### src/rtl/ifetch_queue_if.sv
// Fetch-unit bus bundle: instruction memory request/response and
// the buffer head handed to decode.
interface ifetch_queue_if;
  logic        o_imem_req;
  logic [31:0] o_imem_raddr;
  logic        i_imem_ready;
  logic        i_imem_valid;
  logic [31:0] i_imem_rdata;
  logic        o_inst_valid;
  logic [31:0] o_inst;
  logic [31:0] o_inst_pc;
  logic        i_inst_ready;

  modport master (
    output o_imem_req,
    output o_imem_raddr,
    input  i_imem_ready,
    input  i_imem_valid,
    input  i_imem_rdata,
    output o_inst_valid,
    output o_inst,
    output o_inst_pc,
    input  i_inst_ready
  );

  modport slave (
    input  o_imem_req,
    input  o_imem_raddr,
    output i_imem_ready,
    output i_imem_valid,
    output i_imem_rdata,
    input  o_inst_valid,
    input  o_inst,
    input  o_inst_pc,
    output i_inst_ready
  );
endinterface

### src/rtl/ifetch_queue.sv
// Prefetch queue with redirect/stale-drop handling.
// Optional misaligned-redirect trap: IFETCH_MISALIGN_TRAP_EN.
module ifetch_queue #(
  parameter logic [31:0] RESET_ADDR = 32'h00000000,
  parameter int          DEPTH      = 4
) (
  input  logic        i_clk,
  input  logic        i_rst,
  ifetch_queue_if.master bus,
  input  logic        i_redirect,
  input  logic [31:0] i_redirect_pc,
  output logic        o_fetch_trap
);
  localparam int AW = $clog2(DEPTH);
  localparam int CW = AW + 1;
  localparam logic [CW:0] DEPTH_W = (CW+1)'(DEPTH);

  logic [31:0]   fetch_pc;
  logic [31:0]   rsp_pc;
  logic [31:0]   mem_q [DEPTH];
  logic [31:0]   pc_q  [DEPTH];
  logic [AW-1:0] wptr;
  logic [AW-1:0] rptr;
  logic [CW-1:0] count;
  logic [CW-1:0] outst;
  logic [CW-1:0] drop;
  logic          trap_q;
  logic [31:0]   redir_pc;
  logic [CW:0]   used;
  logic          accept;
  logic          rsp;
  logic          wr;
  logic          pop;

`ifdef IFETCH_MISALIGN_TRAP_EN
  assign redir_pc = i_redirect_pc;

  always_ff @(posedge i_clk) begin
    if (i_rst) begin
      trap_q <= 1'b0;
    end else if (i_redirect) begin
      trap_q <= |i_redirect_pc[1:0];
    end
  end
`else
  logic unused_rpc;
  assign unused_rpc = ^i_redirect_pc[1:0];
  assign redir_pc   = {i_redirect_pc[31:2], 2'b00};
  assign trap_q     = 1'b0;
`endif

  // Space check counts stale in-flight responses too.
  assign used = {1'b0, count} + {1'b0, outst};

  assign bus.o_imem_req   = !i_rst && !i_redirect &&
                            !trap_q && (used < DEPTH_W);
  assign bus.o_imem_raddr = {fetch_pc[31:2], 2'b00};
  assign bus.o_inst_valid = !i_rst && (count != '0);
  assign bus.o_inst       = mem_q[rptr];
  assign bus.o_inst_pc    = pc_q[rptr];
  assign o_fetch_trap     = trap_q && !i_rst;

  assign accept = bus.o_imem_req && bus.i_imem_ready;
  assign rsp    = bus.i_imem_valid;
  assign wr     = rsp && !i_redirect && (drop == '0);
  assign pop    = bus.o_inst_valid && bus.i_inst_ready &&
                  !i_redirect;

  always_ff @(posedge i_clk) begin
    if (i_rst) begin
      fetch_pc <= RESET_ADDR;
      rsp_pc   <= RESET_ADDR;
      wptr     <= '0;
      rptr     <= '0;
      count    <= '0;
      outst    <= '0;
      drop     <= '0;
    end else begin
      outst <= outst + CW'(accept) - CW'(rsp);
      if (i_redirect) begin
        fetch_pc <= redir_pc;
        rsp_pc   <= redir_pc;
        wptr     <= '0;
        rptr     <= '0;
        count    <= '0;
        // Everything still in flight after this edge is stale.
        drop     <= outst - CW'(rsp);
      end else begin
        if (accept) begin
          fetch_pc <= fetch_pc + 32'd4;
        end
        if (rsp && (drop != '0)) begin
          drop <= drop - CW'(1);
        end
        if (wr) begin
          wptr   <= wptr + AW'(1);
          rsp_pc <= rsp_pc + 32'd4;
        end
        if (pop) begin
          rptr <= rptr + AW'(1);
        end
        count <= count + CW'(wr) - CW'(pop);
      end
    end
  end

  always_ff @(posedge i_clk) begin
    if (!i_rst && wr) begin
      mem_q[wptr] <= bus.i_imem_rdata;
      pc_q[wptr]  <= rsp_pc;
    end
  end
endmodule

### src/flat_wrapper.sv
// flat-port wrapper written by rule: the top's interface ports become plain ports
module ifetch_queue_flat 
#(
  parameter logic [31:0] RESET_ADDR = 32'h00000000,
  parameter int          DEPTH      = 4
)
  (i_clk, i_rst, i_redirect, i_redirect_pc, o_fetch_trap, bus_o_imem_req, bus_o_imem_raddr, bus_i_imem_ready, bus_i_imem_valid, bus_i_imem_rdata, bus_o_inst_valid, bus_o_inst, bus_o_inst_pc, bus_i_inst_ready);
  ifetch_queue_if bus_i ();
  input  logic i_clk;
  input  logic i_rst;
  input  logic i_redirect;
  input  logic [31:0] i_redirect_pc;
  output logic o_fetch_trap;
  output wire logic [$bits(bus_i.o_imem_req)-1:0] bus_o_imem_req;
  output wire logic [$bits(bus_i.o_imem_raddr)-1:0] bus_o_imem_raddr;
  input wire logic [$bits(bus_i.i_imem_ready)-1:0] bus_i_imem_ready;
  input wire logic [$bits(bus_i.i_imem_valid)-1:0] bus_i_imem_valid;
  input wire logic [$bits(bus_i.i_imem_rdata)-1:0] bus_i_imem_rdata;
  output wire logic [$bits(bus_i.o_inst_valid)-1:0] bus_o_inst_valid;
  output wire logic [$bits(bus_i.o_inst)-1:0] bus_o_inst;
  output wire logic [$bits(bus_i.o_inst_pc)-1:0] bus_o_inst_pc;
  input wire logic [$bits(bus_i.i_inst_ready)-1:0] bus_i_inst_ready;
  assign bus_o_imem_req = bus_i.o_imem_req;
  assign bus_o_imem_raddr = bus_i.o_imem_raddr;
  assign bus_i.i_imem_ready = bus_i_imem_ready;
  assign bus_i.i_imem_valid = bus_i_imem_valid;
  assign bus_i.i_imem_rdata = bus_i_imem_rdata;
  assign bus_o_inst_valid = bus_i.o_inst_valid;
  assign bus_o_inst = bus_i.o_inst;
  assign bus_o_inst_pc = bus_i.o_inst_pc;
  assign bus_i.i_inst_ready = bus_i_inst_ready;
  ifetch_queue #(.RESET_ADDR(RESET_ADDR), .DEPTH(DEPTH)) u_core (.i_clk(i_clk), .i_rst(i_rst), .bus(bus_i), .i_redirect(i_redirect), .i_redirect_pc(i_redirect_pc), .o_fetch_trap(o_fetch_trap));
endmodule
### config.mk
export PLATFORM = sky130hd
export DESIGN_NAME = ifetch_queue_flat
export DESIGN_NICKNAME = d
export VERILOG_FILES = /design/src/rtl/ifetch_queue_if.sv /design/src/rtl/ifetch_queue.sv /design/src/flat_wrapper.sv
export SDC_FILE = /design/constraint.sdc
export NUM_CORES = 1
export LEC_CHECK = 0
export ABC_CLOCK_PERIOD_IN_PS = 3380
export BUFFER_PORTS_ARGS = -buffer_cell sky130_fd_sc_hd__clkbuf_2
export CORE_MARGIN = 10
export CORE_UTILIZATION = 52
export DETAILED_ROUTE_END_ITERATION = 8
export PLACE_DENSITY = 0.71
export SLEW_MARGIN = 20
export SYNTH_ARGS = -nofsm -noshare
export SYNTH_HDL_FRONTEND = slang
export SYNTH_SLANG_ARGS = --single-unit
export TNS_END_PERCENT = 5
### constraint.sdc
create_clock -name i_clk -period 3.38 [get_ports i_clk]
set_input_delay 0.169 -clock i_clk [delete_from_list [all_inputs] [get_ports i_clk]]
set_output_delay 0.169 -clock i_clk [all_outputs]
set_load 0.005 [all_outputs]
==> summary.txt <==
Clocking
  • CTS buffer count: 34
  • CTS root buf: clkbuf_16
  • CTS clock-pin slew for the worst setup and hold paths: 0.06 ns
  • Clock Latency Late Sink: 0.50 ns
  • CTS tree: built
  • Htree depth: 2
  • # clock sinks: 323
  • Longest Clk Path Bufs: 3
  • Post-CTS Setup Repair Bufs: 0

GRT
  • Total gr overflow: 0
  • First-pass GRT wire length: 47.6 mm
  • Initial antenna violation count: 0
  • GRT Overall Usage: 0.192
  • Largest net degree at the start of global routing: 54
  • Vias in the first global route: 8,251

Layout
  • Area delta synth->final: 22.1%
  • Fillcell total: 1,852
  • Final Cell Area: 16,000 um2
  • Nets@finish: 1,172
  • Share of cells above drive strength 1: 0.273
  • Most common cell after layout, fill and taps aside: edfxtp_1
  • Finished Layout Cells: 1,439
  • Antenna diodes: 0
  • Most frequent cells in the layout: edfxtp_1 (248), clkbuf_2 (161), dfxtp_1 (73), mux4_2 (62), dlygate4sd3_1 (59)

Critical path
  • R2r worst-path depth: 8
  • CP required: 3.80 ns
  • Setup crit end: u_core.fetch_pc[5]$_SDFFE_PP0P_
  • Reg-to-reg slack, setup: 0.79 ns
  • Critical Path AT: 3.01 ns
  • Crit path from: u_core.count[1]$_SDFF_PP0_
  • FF-to-FF End: u_core.fetch_pc[5]$_SDFFE_PP0P_
  • CP Max Fanout: 17
  • Critical path class: flop to flop
  • CP endpoint kind: flop
  • Reg2reg start: u_core.count[1]$_SDFF_PP0_
  • Worst setup SP type: flop

Drt
  • DR WL/cell: 21.0 um
  • Uppermost layer routed: met4
  • Vias per cell: 5.63
  • Met2 routed WL: 14.5 mm
  • Remaining antenna violation count: 0
  • Routed wire length: 30.3 mm
  • Drt pass-1 iters: 5
  • Met1 Wirelength: 13.2 mm
  • Met3 WL post-DR: 2.08 mm
  • Initial DRC count: 620
  • Vias post-DR: 8,106
  • DRC: 0

Placed design
  • GPL Wtd Cong: 0.864
  • Hpwl dp: 19.4 mm
  • Cell Area, Placed: 14,400 um2
  • Placed Instances: 1,319
  • Port Buffers: 161

STA
  • Period utilization: 0.766
  • Headroom to the max-slew limit: 0.309
  • Unrepaired setup endpoints after global routing: no
  • Period minus WS final: 2.59 ns
  • Worst-Margin Slew: 1.03 ns
  • Final setup TNS: 0 ns
  • Final Setup Violations: 0
  • Skew final: 0.0173 ns
  • Fmax: 0.386 GHz
  • Final Hold Fails: 0
  • Slew Limit Fails: 0

Floorplan
  • I/O pin cnt: 169
  • Initial cell density of the core: 0.525
  • Die height: 179 um
  • Core ar.: 25,000 um2
  • Rows: 58
  • Die Wd: 179 um
  • Full die area: 31,900 um2

Yosys
  • Top_reg_cell synth: edfxtp_1
  • Synthesized cell area: 13,100 um2
  • Post-synthesis register bit count: 323
  • Simple-gate share of the synthesized area: 0.0878
  • Xor/xnor cell area share of the yosys netlist: 0.0247
  • Main combinational cell family by area after synthesis: multiplexers
  • Cell count after synthesis: 847
  • Mux contribution to synthesized area: 0.111
  • Post-synth EDFFs: 248
  • Sequential share of the synthesized area: 0.683
  • Adder-cell share of the synthesized area: 0.0183
  • Compound-gate portion of the synthesized area: 0.0534
  • Synth warn: 0
  • Avg Cell Area, Syn: 15.5 um2
  • Async SR Flop Fraction: 0
  • Synth unique cells: 58

Pwr
  • Worst VDD drop: 0.349 mV
  • Power Dens Cells: 528 nW/um2
  • Leakage: 5.58 nW

Run
  • Max-Cap Viols: 0

Outcome
  • Status: finished, final reports clean

Worst hold path
  • HP Class: input pin to flop
==> registers in the layout (all words and copies together) (netlist names), named ones only <==
signal / cells
u_core.mem_q: 128
u_core.pc_q: 120
u_core.fetch_pc: 30
u_core.rsp_pc: 30
u_core.count: 3
u_core.drop: 3
u_core.outst: 3
u_core.rptr: 2
u_core.wptr: 2
==> synth_stat cells (all sizes together) (3+ instances only) <==
cell,instances,area [um2]
edfxtp,248,7450
dfxtp,75,1500
mux4,62,1400
nand2,55,206
nor2,54,203
nand4,29,188
clkbuf,27,101
a21oi,26,130
nand3,25,125
inv,22,82.6
xor2,21,184
buf,18,90.1
a211oi,16,120
a31oi,16,100
ha,16,200
o21ai,16,80.1
xnor2,16,140
and3,12,75.1
nor3,12,60.1
and2,8,50.1
nor4,6,56.3
o21a,6,45.0
or3,6,37.5
a21boi,4,30.0
and4,4,35.0
mux2,4,45.0
nand3b,4,30.0
a32oi,3,26.3
o311ai,3,26.3
or2,3,18.8
or4,3,22.5
==> cell families after synthesis <==
logic type	after synthesis
DFF	323
buffers and inverters	68
and+or+nand+nor	226
AOI/OAI and AO/OA	107
xor gates and xnor gates	37
muxes	67
other	1
adders and majority gates	18
==> how the worst min path moves through the flow <==
stage,to,start,cells after the start,slack (ns)
finish,flop,bus_i_inst_ready,4,0.03
global route,u_core.rsp_pc[22]$_SDFFE_PP0P_,i_redirect_pc[22],3,0.04
CTS,flop,bus_i_inst_ready,4,0.01
detailed placement,u_core.mem_q[2][11]$_DFFE_PP_,bus_i_imem_rdata[11],1,0.39
global placement,u_core.mem_q[2][20]$_DFFE_PP_,bus_i_imem_rdata[20],1,0.39
floorplan,u_core.mem_q[0][0]$_DFFE_PP_,bus_i_imem_rdata[0],0,0.27
==> critical path, stage by stage, from the launching register on <==
cell and delay [ns]:
dfxtp_1 0.35, ha_1 0.29, a311o_1 0.24, or2_1 0.16, clkinv_2 0.06, buf_4 0.20, nor2_1 0.80, o21ai_0 0.21
a31oi_1 0.19
==> where the power goes <==
part	internal [mW]	switching [mW]	total, mW	leakage, nW
logic	0.257	0.293	0.551	2.22
clock network	2.00	1.41	3.41	0.491
registers	4.38	0.109	4.49	2.87
==> timing repair <==
action                    CTS  global route
hold endpoints to repair  171             0
gates resized for setup     0             0
hold buffers               59             0
==> metrics by stage <==
| step | util | total power, mW | hold slack (ns) | worst slack [ns] |
|---|---|---|---|---|
| 5_1_grt | 0.641 | 8.77 | 0.0371 | 0.569 |
| 3_5_place_dp | 0.576 | 5.06 | 0.393 | 0.822 |
| 4_1_cts | 0.641 | 8.53 | 0.0133 | 0.790 |
| 2_1_floorplan | - | 4.83 | 0.268 | 0.382 |
| 3_3_place_gp | 0.576 | 5.05 | 0.391 | 0.841 |
| 6_report | 0.641 | 8.45 | 0.0320 | 0.791 |
==> per-layer routing <==
| layer | vias up | GRT usage |
|---|---|---|
| li1 | 3787 | - |
| met5 | - | 0 |
| met4 | 0 | 0.0437 |
| met2 | 251 | 0.307 |
| met1 | 4029 | 0.262 |
| met3 | 39 | 0.0457 |
==> final cells by class <==
type / instances / area (um2) / share of cell area
multi-input cells: 460 / 3890 / 0.243
repair buffers: 242 / 1620 / 0.102
clock buffers: 47 / 931 / 0.0582
well taps: 330 / 413 / 0.0258
flip-flops and latches: 323 / 8950 / 0.560
clock inverters: 14 / 93.8 / 0.00587
inverters: 23 / 87.6 / 0.00548
No activity file was read; power rests on OpenSTA's default activity.
